===== config.mk =====
export PLATFORM = sky130hd
export DESIGN_NAME = fetch_stage_flat
export DESIGN_NICKNAME = d
export VERILOG_FILES = /design/src/rtl/cpu_pkg.sv /design/src/rtl/fetch_stage_if.sv /design/src/rtl/fetch_stage_pc_reg.sv /design/src/rtl/fetch_stage.sv /design/src/flat_wrapper.sv
export SDC_FILE = /design/constraint.sdc
export NUM_CORES = 1
export LEC_CHECK = 0
export BUFFER_PORTS_ARGS = -buffer_cell sky130_fd_sc_hd__buf_4
export CORE_ASPECT_RATIO = 0.8
export CORE_MARGIN = 2
export CORE_UTILIZATION = 25
export CTS_BUF_LIST = sky130_fd_sc_hd__clkbuf_2
export DETAILED_ROUTE_END_ITERATION = 8
export PLACE_DENSITY = 0.57
export SETUP_SLACK_MARGIN = 0.4
export SLEW_MARGIN = 20
export SYNTH_ARGS = -nofsm -noshare
export SYNTH_HDL_FRONTEND = slang
export SYNTH_HIERARCHICAL = 1
export SYNTH_SLANG_ARGS = --single-unit

===== constraint.sdc =====
create_clock -name clk -period 2.8 [get_ports clk]
set_input_delay 0 -clock clk [delete_from_list [all_inputs] [get_ports clk]]
set_output_delay 0 -clock clk [all_outputs]
set_load 0.01 [all_outputs]

===== src/rtl/cpu_pkg.sv =====
// Shared CPU definitions: opcode constants, instruction field positions and
// the fetch-stage FSM state encoding.
package cpu_pkg;

  localparam logic [4:0] OP_RTYPE = 5'b00000;
  localparam logic [4:0] OP_LDR   = 5'b00001;
  localparam logic [4:0] OP_STR   = 5'b00010;
  localparam logic [4:0] OP_BEQ   = 5'b00011;
  localparam logic [4:0] OP_ADDI  = 5'b00100;

  localparam int OPC_HI = 31;
  localparam int OPC_LO = 27;
  localparam int ALU_HI = 26;
  localparam int ALU_LO = 24;
  localparam int RD_HI  = 23;
  localparam int RD_LO  = 20;
  localparam int RN_HI  = 19;
  localparam int RN_LO  = 16;
  localparam int RM_HI  = 15;
  localparam int RM_LO  = 12;
  localparam int IMM_HI = 15;
  localparam int IMM_LO = 0;

  typedef enum logic [1:0] {
    ST_FETCH = 2'd0,
    ST_WAIT  = 2'd1,
    ST_HOLD  = 2'd2
  } fetch_state_e;

  function automatic logic is_legal_op(input logic [4:0] op);
    logic legal;
    legal = 1'b0;
    case (op)
      OP_RTYPE, OP_LDR, OP_STR, OP_BEQ, OP_ADDI: legal = 1'b1;
      default: legal = 1'b0;
    endcase
    return legal;
  endfunction

endpackage


===== src/rtl/fetch_stage_if.sv =====
// Instruction-memory read channel. imem_req is held with a stable imem_addr
// until the cycle imem_ack is high; imem_rdata is valid only in that cycle.
interface fetch_stage_if;
  logic        imem_req;
  logic [31:0] imem_addr;
  logic        imem_ack;
  logic [31:0] imem_rdata;

  modport master (output imem_req, output imem_addr, input imem_ack, input imem_rdata);
  modport slave  (input imem_req, input imem_addr, output imem_ack, output imem_rdata);
endinterface


===== src/rtl/fetch_stage_pc_reg.sv =====
// Program counter: reset to RESET_PC, load on redirect, else step on capture.
module pc_reg #(
  parameter logic [31:0] RESET_PC = 32'h0000_0000,
  parameter int          PC_STEP  = 4
) (
  input  logic        clk,
  input  logic        rst,
  input  logic        load_i,
  input  logic [31:0] target_i,
  input  logic        inc_i,
  output logic [31:0] pc_o
);

  logic [31:0] pc_q;
  logic [31:0] pc_d;

  always_comb begin
    pc_d = pc_q;
    if (load_i) begin
      pc_d = target_i;
    end else if (inc_i) begin
      pc_d = pc_q + 32'(PC_STEP);
    end
  end

  always_ff @(posedge clk) begin
    if (rst) begin
      pc_q <= RESET_PC;
    end else begin
      pc_q <= pc_d;
    end
  end

  assign pc_o = pc_q;

endmodule


===== src/rtl/fetch_stage.sv =====
// Instruction fetch stage: one outstanding imem read, branch redirect with
// squash of in-flight words, and a decode-side output register with stall.
module fetch_stage
  import cpu_pkg::*;
#(
  parameter logic [31:0] RESET_PC = 32'h0000_0000,
  parameter int          PC_STEP  = 4
) (
  input  logic          clk,
  input  logic          rst,
  fetch_stage_if.master imem,
  input  logic          br_taken,
  input  logic [31:0]   br_target,
  input  logic          id_stall,
  output logic          if_valid,
  output logic [31:0]   if_instr,
  output logic [31:0]   if_pc,
  output logic [4:0]    opcode,
  output logic [2:0]    aluop,
  output logic [3:0]    rd,
  output logic [3:0]    rn,
  output logic [3:0]    rm,
  output logic [15:0]   imm16,
  output logic          illegal,
  output fetch_state_e  dbg_state_o
);

  fetch_state_e state_q, state_d;
  logic         squash_q, squash_d;
  logic         valid_q, valid_d;
  logic [31:0]  instr_q, instr_d;
  logic [31:0]  ipc_q, ipc_d;
  logic [31:0]  addr_q, addr_d;
  logic [31:0]  pc;
  logic         pc_load;
  logic         pc_inc;
  logic         req_c;
  logic [31:0]  addr_c;
  logic         consumed;

  pc_reg #(.RESET_PC(RESET_PC), .PC_STEP(PC_STEP)) u_pc_reg (
    .clk      (clk),
    .rst      (rst),
    .load_i   (pc_load),
    .target_i (br_target),
    .inc_i    (pc_inc),
    .pc_o     (pc)
  );

  assign consumed = valid_q && !id_stall;

  always_comb begin
    state_d  = state_q;
    squash_d = squash_q;
    valid_d  = valid_q;
    instr_d  = instr_q;
    ipc_d    = ipc_q;
    addr_d   = addr_q;
    pc_load  = 1'b0;
    pc_inc   = 1'b0;
    req_c    = 1'b0;
    addr_c   = pc;
    if (consumed) valid_d = 1'b0;
    case (state_q)
      ST_FETCH: begin
        // A stalled, still-valid word must not be overwritten, so no request.
        req_c = !(valid_q && id_stall);
        if (br_taken) begin
          pc_load = 1'b1;
          valid_d = 1'b0;
          if (req_c && !imem.imem_ack) begin
            squash_d = 1'b1;
            addr_d   = pc;
            state_d  = ST_WAIT;
          end
        end else if (!req_c) begin
          state_d = ST_HOLD;
        end else if (imem.imem_ack) begin
          instr_d = imem.imem_rdata;
          ipc_d   = pc;
          valid_d = 1'b1;
          pc_inc  = 1'b1;
        end else begin
          addr_d  = pc;
          state_d = ST_WAIT;
        end
      end
      ST_WAIT: begin
        req_c  = 1'b1;
        addr_c = addr_q;
        if (imem.imem_ack) begin
          state_d  = ST_FETCH;
          squash_d = 1'b0;
          if (br_taken) begin
            pc_load = 1'b1;
            valid_d = 1'b0;
          end else if (!squash_q) begin
            instr_d = imem.imem_rdata;
            ipc_d   = addr_q;
            valid_d = 1'b1;
            pc_inc  = 1'b1;
          end
        end else if (br_taken) begin
          pc_load  = 1'b1;
          squash_d = 1'b1;
          valid_d  = 1'b0;
        end
      end
      ST_HOLD: begin
        if (br_taken) begin
          pc_load = 1'b1;
          valid_d = 1'b0;
          state_d = ST_FETCH;
        end else if (!id_stall) begin
          state_d = ST_FETCH;
        end
      end
      default: state_d = ST_FETCH;
    endcase
  end

  always_ff @(posedge clk) begin
    if (rst) begin
      state_q  <= ST_FETCH;
      squash_q <= 1'b0;
      valid_q  <= 1'b0;
      instr_q  <= 32'h0;
      ipc_q    <= 32'h0;
      addr_q   <= 32'h0;
    end else begin
      state_q  <= state_d;
      squash_q <= squash_d;
      valid_q  <= valid_d;
      instr_q  <= instr_d;
      ipc_q    <= ipc_d;
      addr_q   <= addr_d;
    end
  end

  assign imem.imem_req  = req_c && !rst;
  assign imem.imem_addr = addr_c;

  assign if_valid    = valid_q;
  assign if_instr    = instr_q;
  assign if_pc       = ipc_q;
  assign opcode      = instr_q[OPC_HI:OPC_LO];
  assign aluop       = instr_q[ALU_HI:ALU_LO];
  assign rd          = instr_q[RD_HI:RD_LO];
  assign rn          = instr_q[RN_HI:RN_LO];
  assign rm          = instr_q[RM_HI:RM_LO];
  assign imm16       = instr_q[IMM_HI:IMM_LO];
  assign illegal     = valid_q && !is_legal_op(instr_q[OPC_HI:OPC_LO]);
  assign dbg_state_o = state_q;

endmodule

===== src/flat_wrapper.sv =====
// flat-port wrapper written by rule: the top's interface ports become plain ports
module fetch_stage_flat import cpu_pkg::*;
#(
  parameter logic [31:0] RESET_PC = 32'h0000_0000,
  parameter int          PC_STEP  = 4
)
  (clk, rst, br_taken, br_target, id_stall, if_valid, if_instr, if_pc, opcode, aluop, rd, rn, rm, imm16, illegal, dbg_state_o, imem_imem_req, imem_imem_addr, imem_imem_ack, imem_imem_rdata);
  fetch_stage_if imem_i ();
  input  logic clk;
  input  logic rst;
  input  logic br_taken;
  input  logic [31:0] br_target;
  input  logic id_stall;
  output logic if_valid;
  output logic [31:0] if_instr;
  output logic [31:0] if_pc;
  output logic [4:0] opcode;
  output logic [2:0] aluop;
  output logic [3:0] rd;
  output logic [3:0] rn;
  output logic [3:0] rm;
  output logic [15:0] imm16;
  output logic illegal;
  output fetch_state_e dbg_state_o;
  output wire logic [$bits(imem_i.imem_req)-1:0] imem_imem_req;
  output wire logic [$bits(imem_i.imem_addr)-1:0] imem_imem_addr;
  input wire logic [$bits(imem_i.imem_ack)-1:0] imem_imem_ack;
  input wire logic [$bits(imem_i.imem_rdata)-1:0] imem_imem_rdata;
  assign imem_imem_req = imem_i.imem_req;
  assign imem_imem_addr = imem_i.imem_addr;
  assign imem_i.imem_ack = imem_imem_ack;
  assign imem_i.imem_rdata = imem_imem_rdata;
  fetch_stage #(.RESET_PC(RESET_PC), .PC_STEP(PC_STEP)) u_core (.clk(clk), .rst(rst), .imem(imem_i), .br_taken(br_taken), .br_target(br_target), .id_stall(id_stall), .if_valid(if_valid), .if_instr(if_instr), .if_pc(if_pc), .opcode(opcode), .aluop(aluop), .rd(rd), .rn(rn), .rm(rm), .imm16(imm16), .illegal(illegal), .dbg_state_o(dbg_state_o));
endmodule

==> After elaboration in Yosys (flattened, before gate mapping) <==
Index checks and enable logic that the tools add are counted.
Widths: inputs -> output; s select.
{ "word_totals": {"ff_bits": 132, "in_bits": 69, "output_inout_bits": 137, "elab_cells": 103} }
{ "classes": {"n_addsub": 1, "eq_ne": 21, "mux": 54, "reduce_logical": 20} }
{ "op_table": {"columns": ["operator", "count"], "rows": [
  ["$mux 32", 19],
  ["$pmux 32 s2", 2],
  ["$add 32x3->32 const B", 1],
  ["$mux 1", 21],
  ["$ne 2x2->1 const B", 9],
  ["$mux 2", 7],
  ["$reduce_and 4->1", 3],
  ["$eq 5x2->1 const B", 2],
  ["$reduce_and 7->1", 1],
  ["$ne 3x3->1 const B", 2],
  ["$pmux 1 s2", 3],
  ["$pmux 2 s3", 1],
  ["$eq 5x1->1 const B", 1],
  ["$eq 5x3->1 const B", 1],
  ["$logic_and 1x1->1", 5],
  ["$logic_not 1->1", 5],
  ["$logic_not 5->1", 1],
  ["$reduce_or 5->1", 1],
  ["$ne 2x1->1 const B", 2],
  ["$ne 4x3->1 const B", 1],
  ["$reduce_bool 2->1", 2],
  ["$ne 3x2->1 const B", 1],
  ["$pmux 1 s3", 1],
  ["$reduce_or 3->1", 1],
  ["3 further kinds", 3]
]} }

==> Longest topological paths before layout <==
Gate-level depths: netlist of the first run.
{ "logic_depth": {"word_depth": 7, "depth_mapped": 11, "ltp_nobuf": 6} }

==> Modules after synthesis <==
Netlist of the first run, hierarchy kept.
{ "modules_own_cells": {"columns": ["module", "n_inst", "cells_per_inst", "area_per_inst_um2", "seq_area_each_um2"], "rows": [
  ["fetch_stage", 1, 527, 4820.9, 2001.9],
  ["pc_reg", 1, 234, 1893.1, 640.6]
]} }

==> Least setup slack after synthesis of the first run <==
OpenSTA, ideal clock, no wires.
{ "synth_path": {"kind": "register to register", "start": "register u_core.state_q[0], in the netlist u_core/dbg_state_o[0]", "end": "register u_core.u_pc_reg.pc_q[28], in the netlist u_core/u_pc_reg/pc_o[28]", "setup_ps": 91, "t_arrival_ps": 2427, "required_ps": 2709, "setup_slack_ps": 283, "path_stages_with_launch": 11, "path_buffers": 4, "synth_period_minus_slack_ps": 2517, "cell_sequence": "dfxtp_1 -> buf_2 -> nand3b_4 -> and4_4 -> buf_6 -> buf_12 -> buf_2 -> nand4_1 -> or2_2 -> or4_1 -> a311oi_1"} }
{ "synth_via": {"elab_cells_between_ends": 8, "classes_between": "eq/ne: 2; mux: 3; reduce/logical: 3"} }
{ "synth_rtl": {"columns": ["item", "line_no", "source"], "rows": [
  ["start, declared", "fetch_stage.sv:28", "fetch_state_e state_q, state_d;"],
  ["start signal, assigned", "fetch_stage.sv:131", "state_q <= state_d;"],
  ["$eq 2x1->1 / $logic_not 2->1 (equally long branches)", "fetch_stage.sv:64", "case (state_q)"],
  ["$pmux 1 s2 (*)", "fetch_stage.sv:64", null],
  ["named net u_core.pc_inc", "fetch_stage.sv:36", "logic pc_inc;"],
  ["$reduce_bool 2->1 (no source line) (*)", null, null],
  ["end signal, assigned", "fetch_stage_pc_reg.sv:30", "pc_q <= pc_d;"],
  ["end, declared", "fetch_stage_pc_reg.sv:14", "logic [31:0] pc_q;"]
]} }
Mark *: on every way through the listed nets, which the timed path passes. The rest lies on a longest branch.
A chain may end at the register's enable or synchronous reset.

==> Final worst setup path of the first run <==
{ "layout_path": {"start": "register u_core.state_q[0], in the netlist u_core/dbg_state_o[0]", "end": "register u_core.u_pc_reg.pc_q[31], in the netlist u_core/u_pc_reg/pc_o[31]"} }
{ "layout_via": {"elab_chain_len": 4, "elab_cells_between_ends": 8, "classes_between": "eq/ne: 2; mux: 3; reduce/logical: 3"} }
{ "layout_lines": {"columns": ["item", "line_no", "source"], "rows": [
  ["$eq 2x1->1, or another cell as far along", "fetch_stage.sv:64", null],
  ["$reduce_or 3->1 (no source line) (*)", null, null],
  ["$mux 1 (*)", null, null],
  ["named net u_core.pc_load", "fetch_stage.sv:35", "logic pc_load;"],
  ["$mux 32 / $reduce_bool 2->1 (equally long branches)", null, null]
]} }
Marks and branches as above.

==> impl_metrics.yaml, run 1 <==
run_status:
  status: "completed"
worst_setup_path:
  startpoint: "u_core/dbg_state_o[0]"
  crit_end: "u_core/u_pc_reg/pc_o[31]"
  r2r_start: "u_core/dbg_state_o[0]"
  cp_max_fo: 30
  worst-setup-path-type: "register to register"
  cp-end-kind: "register"
  cp.required_ns: 3.42
  r2r-end: "u_core/u_pc_reg/pc_o[31]"
  worstRegToRegCells: 8
  arrival_ns: 2.90
  ff2ff_setup_slack_ns: 0.51
  crit_path_start_kind: "register"
routing:
  routed_wl_mm: 21.5
  drc: 0
  drt_iter0_drc: 469
  dr_total_vias: 6342
  ant_nets: 0
  dr.pass1.iters: 4
  drt-wirelength-per-cell_um: 16.0
  via_per_inst: 4.70
global_routing:
  grt_pass1_vias: 5681
  grt_max_degree: 61
  grtUsageTotal_pct: 15.0
  antenna_found_initial: 0
  grt_overflow_total: 0
  grt_pass1_wl_mm: 33.3
clock_tree:
  clockBufferDepth: 2
  h-tree-depth: 4
  path_clk_slew_ns: 0.23
  cts_tree: "built"
  clk_latency_ns: 0.69
  clockRootBuffer: "clkbuf_2"
  clock-sinks: 132
  cts_buffers: 17
timing:
  hold_viol: 0
  final-max-slew-violation-count: 0
  slew_headroom_pct: 52.7
  fin_worst_skew_ns: 0.0379
  post-route-period-util_pct: 81.6
  fin_crit_ns: 2.29
  rsz0062_at_grt: "no"
  fmax_mhz: 438
  fin_tns_setup_ns: 0
  setup_violations: 0
  tightest_slew_ns: 0.703
synthesis:
  yosys_register_bits: 132
  synth_fp_nets: 831
  synth_area_sq_mm: 0.00671
  synth.largest_area_cell: "dfxtp_1"
  yosysWarnings: 6
  synth_top_area_share_pct: 39.4
  ys.flop_type: "dfxtp_1"
  synthTopCellsByArea: "dfxtp_1 (39%), mux2i_1 (10%), nand2b_1 (6.4%)"
  postSynthCellCount: 761
  ys_seq_area_share_pct: 39.4
  ys_types: 59
  synthArstFlopShare_pct: 0
  synth_edf_count: 0
  avgSynthCellArea_sq_um: 8.82
die:
  fp-row-count: 53
  die_x_um: 187
  initial_core_util_pct: 25.5
  fp.coreArea_sq_mm: 0.0263
  die_area_sq_mm: 0.0282
  die_h_um: 151
  ios: 206
place:
  hpwl_mm: 14.9
  dpl-instance-area_sq_mm: 0.00821
  place_inst: 1239
  portBuffers: 205
  gp_congestion: 0.837
worst_hold_path:
  hp-class: "input port to register"
finish:
  area_delta_synth_final_pct: 38.7
  drive_above_1_share_pct: 28.5
  design_area_sq_mm: 0.00931
  diodes: 0
  final_core_util_pct: 35.4
  fin_cells: 1348
  nets: 1048
job:
  max_cap_violations: 0
pwr:
  ir_worst_vdd_v: 0.000201
  p_leak_uw: 0.00395
  total_power_uw: 4290
  power_density_mw_per_mm2: 461
[layer usage]
metal  wire [um]  share of wire [%]  vias up  global-route usage (%)
met2        9080                 42      206                    21.5
met1       11100                 52     3009                    23.0
met4         104               0.48        0                    2.62
met5           0                  0        -                       0
met3        1240                5.8        7                    3.29
li1            -                  -     3120                       -
[cell type report]
type                            instances  area [sq um]
Inverter                               41           158
Multi-Input combinational cell        490          3370
Clock inverter                         14           175
Clock buffer                           18          90.1
Timing Repair inverter                  1          5.00
Sequential cell                       132          2650
Timing Repair Buffer                  295          2420
Tap cell                              357           447
Fill cell                            2721         17000
[critical path, cell delays in order, from the launching register on]
cell           delay, ns
dfxtp_2             0.40
buf_6               0.16
a21oi_4             0.11
buf_8               0.20
or3b_2              0.47
a21oi_1             0.14
dlygate4sd3_1       0.57
a31oi_1             0.04
o211ai_1            0.12
[cells in the final DEF (no fill, tap or decap), types with 4 or more instances in the layout]
cell type / count
and4_1: 5
or3_1: 7
a211oi_1: 40
nand4_1: 17
dlygate4sd3_1: 73
mux2i_2: 10
buf_4: 219
inv_6: 5
mux2i_1: 57
a311oi_1: 5
clkbuf_2: 18
nor3b_1: 4
o21ai_0: 5
nand2_1: 85
a21oi_1: 40
nor2_1: 28
a41oi_1: 32
nor4_1: 11
nand3_1: 8
dfxtp_1: 129
inv_1: 39
xor2_1: 7
nand2b_1: 68
[how the worst min path moves through the flow]
stage	from	endpoint	depth (start not counted)
2_1_floorplan	imem_imem_ack	u_core/dbg_state_o[0]	1
3_3_place_gp	imem_imem_ack	u_core/dbg_state_o[0]	2
3_5_place_dp	imem_imem_ack	u_core/dbg_state_o[0]	2
4_1_cts	br_target[9]	u_core/u_pc_reg/pc_o[9]	4
5_1_grt	imem_imem_rdata[27]	u_core/if_instr[27]	4
6_report	br_target[9]	u_core/u_pc_reg/pc_o[9]	4
[sequential cells by signal, indices dropped and copies added, names as in the netlist]
register	count
u_core/if_instr	32
u_core/if_valid	1
u_core/squash_q	1
u_core/if_pc	32
u_core/addr_q	32
u_core/dbg_state_o	2
u_core/u_pc_reg/pc_o	32
[cell families after synthesis]
kind of cell | share of synthesized area (%)
adder cells (fa/ha/maj) | 0.186
AND/OR/NAND/NOR | 20.9
buffers and inverters | 11.3
XOR/XNOR | 1.17
AO/OA/AOI/OAI | 17.1
multiplexers | 9.99
flip-flops | 39.4
[timing repair]
item / 4_1_cts / 5_1_grt
gates cloned: 0 / 1
resized for setup: 3 / 20
setup buffers: 0 / 3
pin swaps: 0 / 0
hold buffers: 73 / 0
hold endpoints to repair: 123 / 0
setup endpoints to repair: 32 / 32
[where the power goes]
part / switching [uW] / internal (uW)
combinational: 430 / 456
sequential: 120 / 1990
clock: 782 / 514
total: 1330 / 2960
[through the flow]
stage	hold WS, ns	setup slack (ns)
global route	0.0166	0.410
global placement	0.258	0.655
floorplan	0.0786	0.401
detailed placement	0.251	0.603
finish	0.112	0.514
CTS	0.0306	0.387
[synthesized netlist by cell type (all sizes together), types with 2 or more instances]
cell,instances
xnor2,2
nor3b,4
or3,7
nand2,85
dfxtp,132
o21ai,5
a211oi,40
o221ai,2
o311a,3
nand4,18
a21oi,41
buf,63
and4,6
a311oi,5
o2111a,3
nor2,28
nor3,4
and3,3
nand3,8
mux2i,67
a2111oi,6
or4,3
inv,40
xor2,7
a211o,2
o31a,3
nand2b,69
or2,3
and2,3
o31ai,3
nor4,11
a221oi,2
clkbuf,35
a41oi,32
(Power assumes the default switching activity.)
==> run 2, diff against run 1 <==
==> constraint.sdc (replaced) <==
create_clock -name clk -period 2.3 [get_ports clk]
set_input_delay 0 -clock clk [delete_from_list [all_inputs] [get_ports clk]]
set_output_delay 0 -clock clk [all_outputs]
set_load 0.01 [all_outputs]
==> impl_metrics.yaml, run 2 (synthesis gave the netlist of run 1 again) <==
global_routing:
  antenna_found_initial: 0
  grt_max_degree: 105
  grt_pass1_wl_mm: 36.1
  grt_pass1_vias: 6149
  grt_overflow_total: 0
  grtUsageTotal_pct: 16.5
timing:
  fin_tns_setup_ns: 0
  hold_viol: 0
  fmax_mhz: 484
  fin_crit_ns: 2.06
  final-max-slew-violation-count: 0
  holdWs_ns: 0.101
  slew_headroom_pct: 63.6
  rsz0062_at_grt: "yes"
  post-route-period-util_pct: 89.7
  setup_violations: 0
  tightest_slew_ns: 0.541
  fin_worst_skew_ns: 0.0357
routing:
  routed-wl-met2_mm: 10.7
  drt-wirelength-per-cell_um: 17.1
  drc: 0
  met3_wirelength_mm: 1.55
  dr_total_vias: 6756
  drt_iter0_drc: 430
  routed_wl_mm: 24.4
  highest_layer: "met4"
  dr.pass1.iters: 6
  m1WireLength_mm: 11.8
  via_per_inst: 4.74
  ant_nets: 0
worst_setup_path:
  worst-path-buf-inv: 3
  cp_cell_sequence: "nand2b_4, buf_12, mux2i_4, inv_1, buf_4"
  cp-end-kind: "primary output"
  cp.required_ns: 2.30
  crit_family: "buffers and inverters"
  worst-setup-path-type: "register to primary output"
  crit_path_start_kind: "register"
  slowest_stage: "dfxtp_4"
  slowest_delay_ns: 0.41
  arrival_ns: 2.06
  cp_max_fo: 8
die:
  ios: 206
  fp-row-count: 53
  die_x_um: 187
  die_h_um: 151
  die_area_sq_mm: 0.0282
  fp.coreArea_sq_mm: 0.0263
  initial_core_util_pct: 25.5
finish:
  area_delta_synth_final_pct: 59.1
  final_cell_mix: "buf_4 (245), dfxtp_1 (114), dlygate4sd3_1 (90)"
  diodes: 0
  nets: 1126
  mostFrequentLayoutCell: "buf_4"
  drive_above_1_share_pct: 39.6
  num-fill-cells: 2581
clock_tree:
  path_clk_slew_ns: 0.22
  clockBufferDepth: 2
  cts_buffers: 17
  clock-sinks: 132
  h-tree-depth: 4
  clockRootBuffer: "clkbuf_2"
  clk_latency_ns: 0.68
  cts_tree: "built"
pwr:
  intPower_uw: 3760
  p_leak_uw: 0.00434
  total_power_uw: 5450
  p_seq_share_pct: 47.4
  clkPwrFrac_pct: 27.4
  p_sw_share_pct: 30.9
  power_density_mw_per_mm2: 510
  p_switching_uw: 1690
  combPwrFrac_pct: 25.2
  ir_worst_vdd_v: 0.000361
place:
  portBuffers: 205
  gp_congestion: 0.807
  hpwl_mm: 15.7
job:
  max_cap_violations: 0
run_status:
  status: "completed"
worst_hold_path:
  hp-class: "input port to register"
run 2: metal layers:
layer | vias up | track usage (%)
met5 | - | 0
met4 | 0 | 3.73
met3 | 18 | 3.80
met2 | 240 | 24.5
met1 | 3234 | 24.1
li1 | 3264 | -
run 2: per-stage QoR:
step / setup slack, ns / util (%) / area [sq um] / instances
4_1_cts: 0.153 / 39.2 / 10300 / 1401
3_5_place_dp: 0.257 / 31.9 / 8390 / 1253
5_1_grt: 0.0985 / 40.6 / 10700 / 1425
2_1_floorplan: -0.0334 / - / 6790 / 761
6_report: 0.236 / 40.6 / 10700 / 1425
3_3_place_gp: 0.307 / 31.9 / 8390 / 1253
run 2: worst reg2reg max path: cells and delay by family, from the launching register on:
kind / cells / cell delay [ns]
flip-flops: 1 / 0.38
AND/OR/NAND/NOR: 5 / 1.21
AO/OA/AOI/OAI: 1 / 0.24
buffers and inverters: 1 / 0.12
run 2: final timing paths:
path                                             from                        to  slack, ns  cells past startpoint
worst max register to register  u_core/dbg_state_o[0]  u_core/u_pc_reg/pc_o[28]       0.30                      7
worst max-delay path            u_core/dbg_state_o[1]        imem_imem_addr[15]       0.24                      5
worst min-delay path                     br_target[3]   u_core/u_pc_reg/pc_o[3]       0.10                      4
worst min register to register      u_core/addr_q[31]         u_core/addr_q[31]       0.48                      2
run 2: what timing repair did:
action / CTS / global route
cloned: 3 / 2
hold endpoints to repair: 132 / 0
hold buffers: 90 / 0
gates resized for setup: 133 / 36
setup buffers: 24 / 22
setup endpoints to repair: 45 / 50
pin swaps: 3 / 7
run 2: layout make-up:
type | instances | area, sq um | share of cell area (%)
clock buffer | 17 | 85.1 | 0.796
clock inverter | 14 | 164 | 1.53
inverter | 41 | 158 | 1.48
multi-input combinational | 490 | 3850 | 36.0
sequential | 132 | 2680 | 25.0
tap | 357 | 447 | 4.18
timing repair buffer | 374 | 3310 | 30.9
run 2: power by group through the flow:
stage / Combinational (uW) / Sequential [uW] / Clock, uW
floorplan: 553 / 2600 / 0
global placement: 1010 / 2600 / 0
detailed placement: 1010 / 2600 / 0
CTS: 1300 / 2580 / 1570
global route: 1470 / 2600 / 1660
finish: 1370 / 2580 / 1490
==> run 3, diff against run 2 <==
--- a/config.mk
+++ b/config.mk
@@ -5,13 +5,15 @@
 export SDC_FILE = /design/constraint.sdc
 export NUM_CORES = 1
 export LEC_CHECK = 0
-export BUFFER_PORTS_ARGS = -buffer_cell sky130_fd_sc_hd__buf_4
+export ABC_AREA = 1
 export CORE_ASPECT_RATIO = 0.8
 export CORE_MARGIN = 2
 export CORE_UTILIZATION = 25
 export CTS_BUF_LIST = sky130_fd_sc_hd__clkbuf_2
 export DETAILED_ROUTE_END_ITERATION = 8
-export PLACE_DENSITY = 0.57
+export DONT_BUFFER_PORTS = 1
+export PLACE_DENSITY = 0.5
+export RECOVER_POWER = 25
 export SETUP_SLACK_MARGIN = 0.4
 export SLEW_MARGIN = 20
 export SYNTH_ARGS = -nofsm -noshare
==> impl_metrics.yaml, run 3 <==
synthesis:
  yosys_register_bits: 132
  synth.largest_area_cell: "dfxtp_1"
  synth_top_area_share_pct: 38.7
  yosysWarnings: 6
  synth_edf_count: 0
  synth-simple-area-share_pct: 30.8
  avgSynthCellArea_sq_um: 6.77
  synth_fp_nets: 1078
  synth_top_family_by_area: "simple AND/OR/NAND/NOR gates"
  ys_seq_area_share_pct: 38.7
  synth-compound-area-share_pct: 15.2
  synthTopCellsByArea: "dfxtp_1 (39%), nand2_1 (13%), nor2_1 (7.8%)"
  ys.flop_type: "dfxtp_1"
  synth_area_sq_mm: 0.00683
  synthAdderAreaFrac_pct: 0.183
  yosys.cell_count.top_type: "nand2_1"
  synth_xor_area_share_pct: 0.770
  synthArstFlopShare_pct: 0
  yosys-top-cells-count: "nand2_1 (237), nor2_1 (141), dfxtp_1 (132), inv_1 (99), a21oi_1 (91)"
  synthMuxAreaShare_pct: 0
  postSynthCellCount: 1008
  ys_types: 33
pwr:
  power_density_mw_per_mm2: 628
  p_sw_share_pct: 32.4
  ir_worst_vdd_v: 0.000278
  intPower_uw: 3970
  p_switching_uw: 1900
  clkPwrFrac_pct: 31.2
  p_leak_uw: 0.00391
  total_power_uw: 5870
  p_seq_share_pct: 46.9
  combPwrFrac_pct: 21.9
finish:
  fin_cells: 1487
  nets: 1180
  mostFrequentLayoutCell: "nand2_1"
  area_delta_synth_final_pct: 36.9
  final_cell_mix: "nand2_1 (213), nor2_1 (139), dlygate4sd3_1 (131)"
  drive_above_1_share_pct: 16.4
timing:
  fin_crit_ns: 1.94
  holdWs_ns: 0.0463
  final-max-slew-violation-count: 0
  tightest_slew_ns: 0.692
  post-route-period-util_pct: 84.2
  slew_headroom_pct: 53.9
  rsz0062_at_grt: "yes"
  hold_viol: 0
  fin_tns_setup_ns: 0
  fin_worst_skew_ns: 0.0558
  fmax_mhz: 516
  setup_violations: 0
routing:
  via_per_inst: 4.54
  drc: 0
  routed_wl_mm: 22.2
  dr_total_vias: 6757
  drt_iter0_drc: 396
  ant_nets: 0
  dr.pass1.iters: 5
  drt-wirelength-per-cell_um: 14.9
worst_setup_path:
  worstRegToRegCells: 8
  cp_cell_sequence: "buf_6, clkinv_8, nand2_8, buf_12, buf_16, nand2_2, o21ai_4, inv_2"
  worst-setup-path-type: "register to primary output"
  cp-end-kind: "primary output"
  cp.required_ns: 2.30
  r2r-end: "u_core/u_pc_reg/pc_o[6]"
  cp_max_fo: 6
  slowest_delay_ns: 0.38
  crit_path_start_kind: "register"
  arrival_ns: 1.94
  slowest_stage: "dfxtp_2"
  crit_family: "buffers and inverters"
  worst-path-buf-inv: 5
  ff2ff_setup_slack_ns: 0.46
  r2r_start: "u_core/dbg_state_o[0]"
worst_hold_path:
  worstHoldPathCells: 1
  min_to: "imem_imem_req"
  hp-class: "input port to primary output"
  hold_start: "rst"
clock_tree:
  path_clk_slew_ns: 0.19
  h-tree-depth: 4
  cts_tree: "built"
  clockBufferDepth: 2
  clock-sinks: 132
  cts_buffers: 17
  clockRootBuffer: "clkbuf_2"
  clk_latency_ns: 0.76
global_routing:
  grt_overflow_total: 0
  grt_pass1_wl_mm: 35.0
  grtUsageTotal_pct: 15.4
  grt_pass1_vias: 6470
  antenna_found_initial: 1
  grt_max_degree: 70
die:
  ios: 206
  die_x_um: 189
  fp.coreArea_sq_mm: 0.0271
  die_area_sq_mm: 0.0287
  fp-row-count: 54
  die_h_um: 152
  initial_core_util_pct: 25.2
place:
  place_inst: 1296
  gp_congestion: 0.830
  portBuffers: 0
  hpwl_mm: 13.6
run_status:
  status: "completed"
job:
  max_cap_violations: 0
[run 3: cell count changes after synthesis, sizes merged, moves of 30 or more]
cell,previous run,this run
nand2b,69,0
nand2,85,243
mux2i,67,0
a211oi,40,0
nand3,8,41
o21ai,5,75
nand3b,1,31
a21oi,41,91
a41oi,32,0
nor2,28,156
inv,40,103
[run 3: logic make-up after synthesis]
| group | count (synthesis) |
|---|---|
| AND/OR/NAND/NOR | 479 |
| AO/OA/AOI/OAI | 195 |
| buffers and inverters | 195 |
| adder cells (fa/ha/maj) | 1 |
| XOR/XNOR | 6 |
| flip-flops | 132 |
[run 3: power groups by stage]
stage          sequential (uW)  combinational (uW)  clock (uW)
3_3_place_gp              2780                 784           0
3_5_place_dp              2780                 794           0
5_1_grt                   2790                1430        2000
2_1_floorplan             2690                 766           0
6_report                  2760                1280        1830
4_1_cts                   2750                1180        1910
[run 3: repair_timing]
action / 4_1_cts / 5_1_grt
cloned: 7 / 4
hold buffers: 132 / 0
hold endpoints to repair: 132 / 0
pin swaps: 2 / 4
setup endpoints to repair: 59 / 67
buffers inserted: 8 / 8
resized for setup: 134 / 45
[run 3: metrics by stage]
stage	util (%)	cell area [sq um]	setup WS (ns)
floorplan	-	6830	0.512
global placement	25.3	6840	0.372
detailed placement	25.3	6840	0.301
CTS	33.3	9020	0.299
global route	34.5	9340	0.222
finish	34.5	9340	0.364
[run 3: worst register-to-register path, stage by stage, from the launching register on]
cell and delay [ns]:
dfxtp_4 0.39, buf_4 0.14, nand2_1 0.06, inv_1 0.08
nor2_4 0.16, buf_4 0.18, nand2_1 0.06, dlygate4sd3_1 0.56
a31oi_1 0.15
[run 3: final cells by class]
cell class              count  area (sq um)
diodes                      1          2.50
clock buffers              18          90.1
clock inverters            13           213
fillers                  2907         17700
inverters                 104           412
multi-input cells         684          3680
flip-flops and latches    132          2650
well taps                 364           455
repair buffers            170          1840
repair inverters            1          7.51
[run 3: per-layer routing]
metal	track usage (%)	share of wire [%]
met1	21.2	47
met2	23.3	44
met3	4.50	7.0
met4	4.32	1.3
met5	0	0
[run 3: worst max path at each step]
| stage | to | slack, ns | cells past startpoint | startpoint |
|---|---|---|---|---|
| final | imem_imem_addr[5] | 0.36 | 8 | u_core/dbg_state_o[1] |
| after global placement | u_core/u_pc_reg/pc_o[6] | 0.37 | 7 | u_core/if_valid |
| after global routing | imem_imem_addr[0] | 0.22 | 8 | u_core/dbg_state_o[1] |
| after detailed placement | u_core/u_pc_reg/pc_o[6] | 0.30 | 7 | u_core/if_valid |
| after floorplan | u_core/u_pc_reg/pc_o[18] | 0.51 | 9 | u_core/dbg_state_o[1] |
| after CTS | imem_imem_addr[4] | 0.30 | 8 | u_core/dbg_state_o[1] |
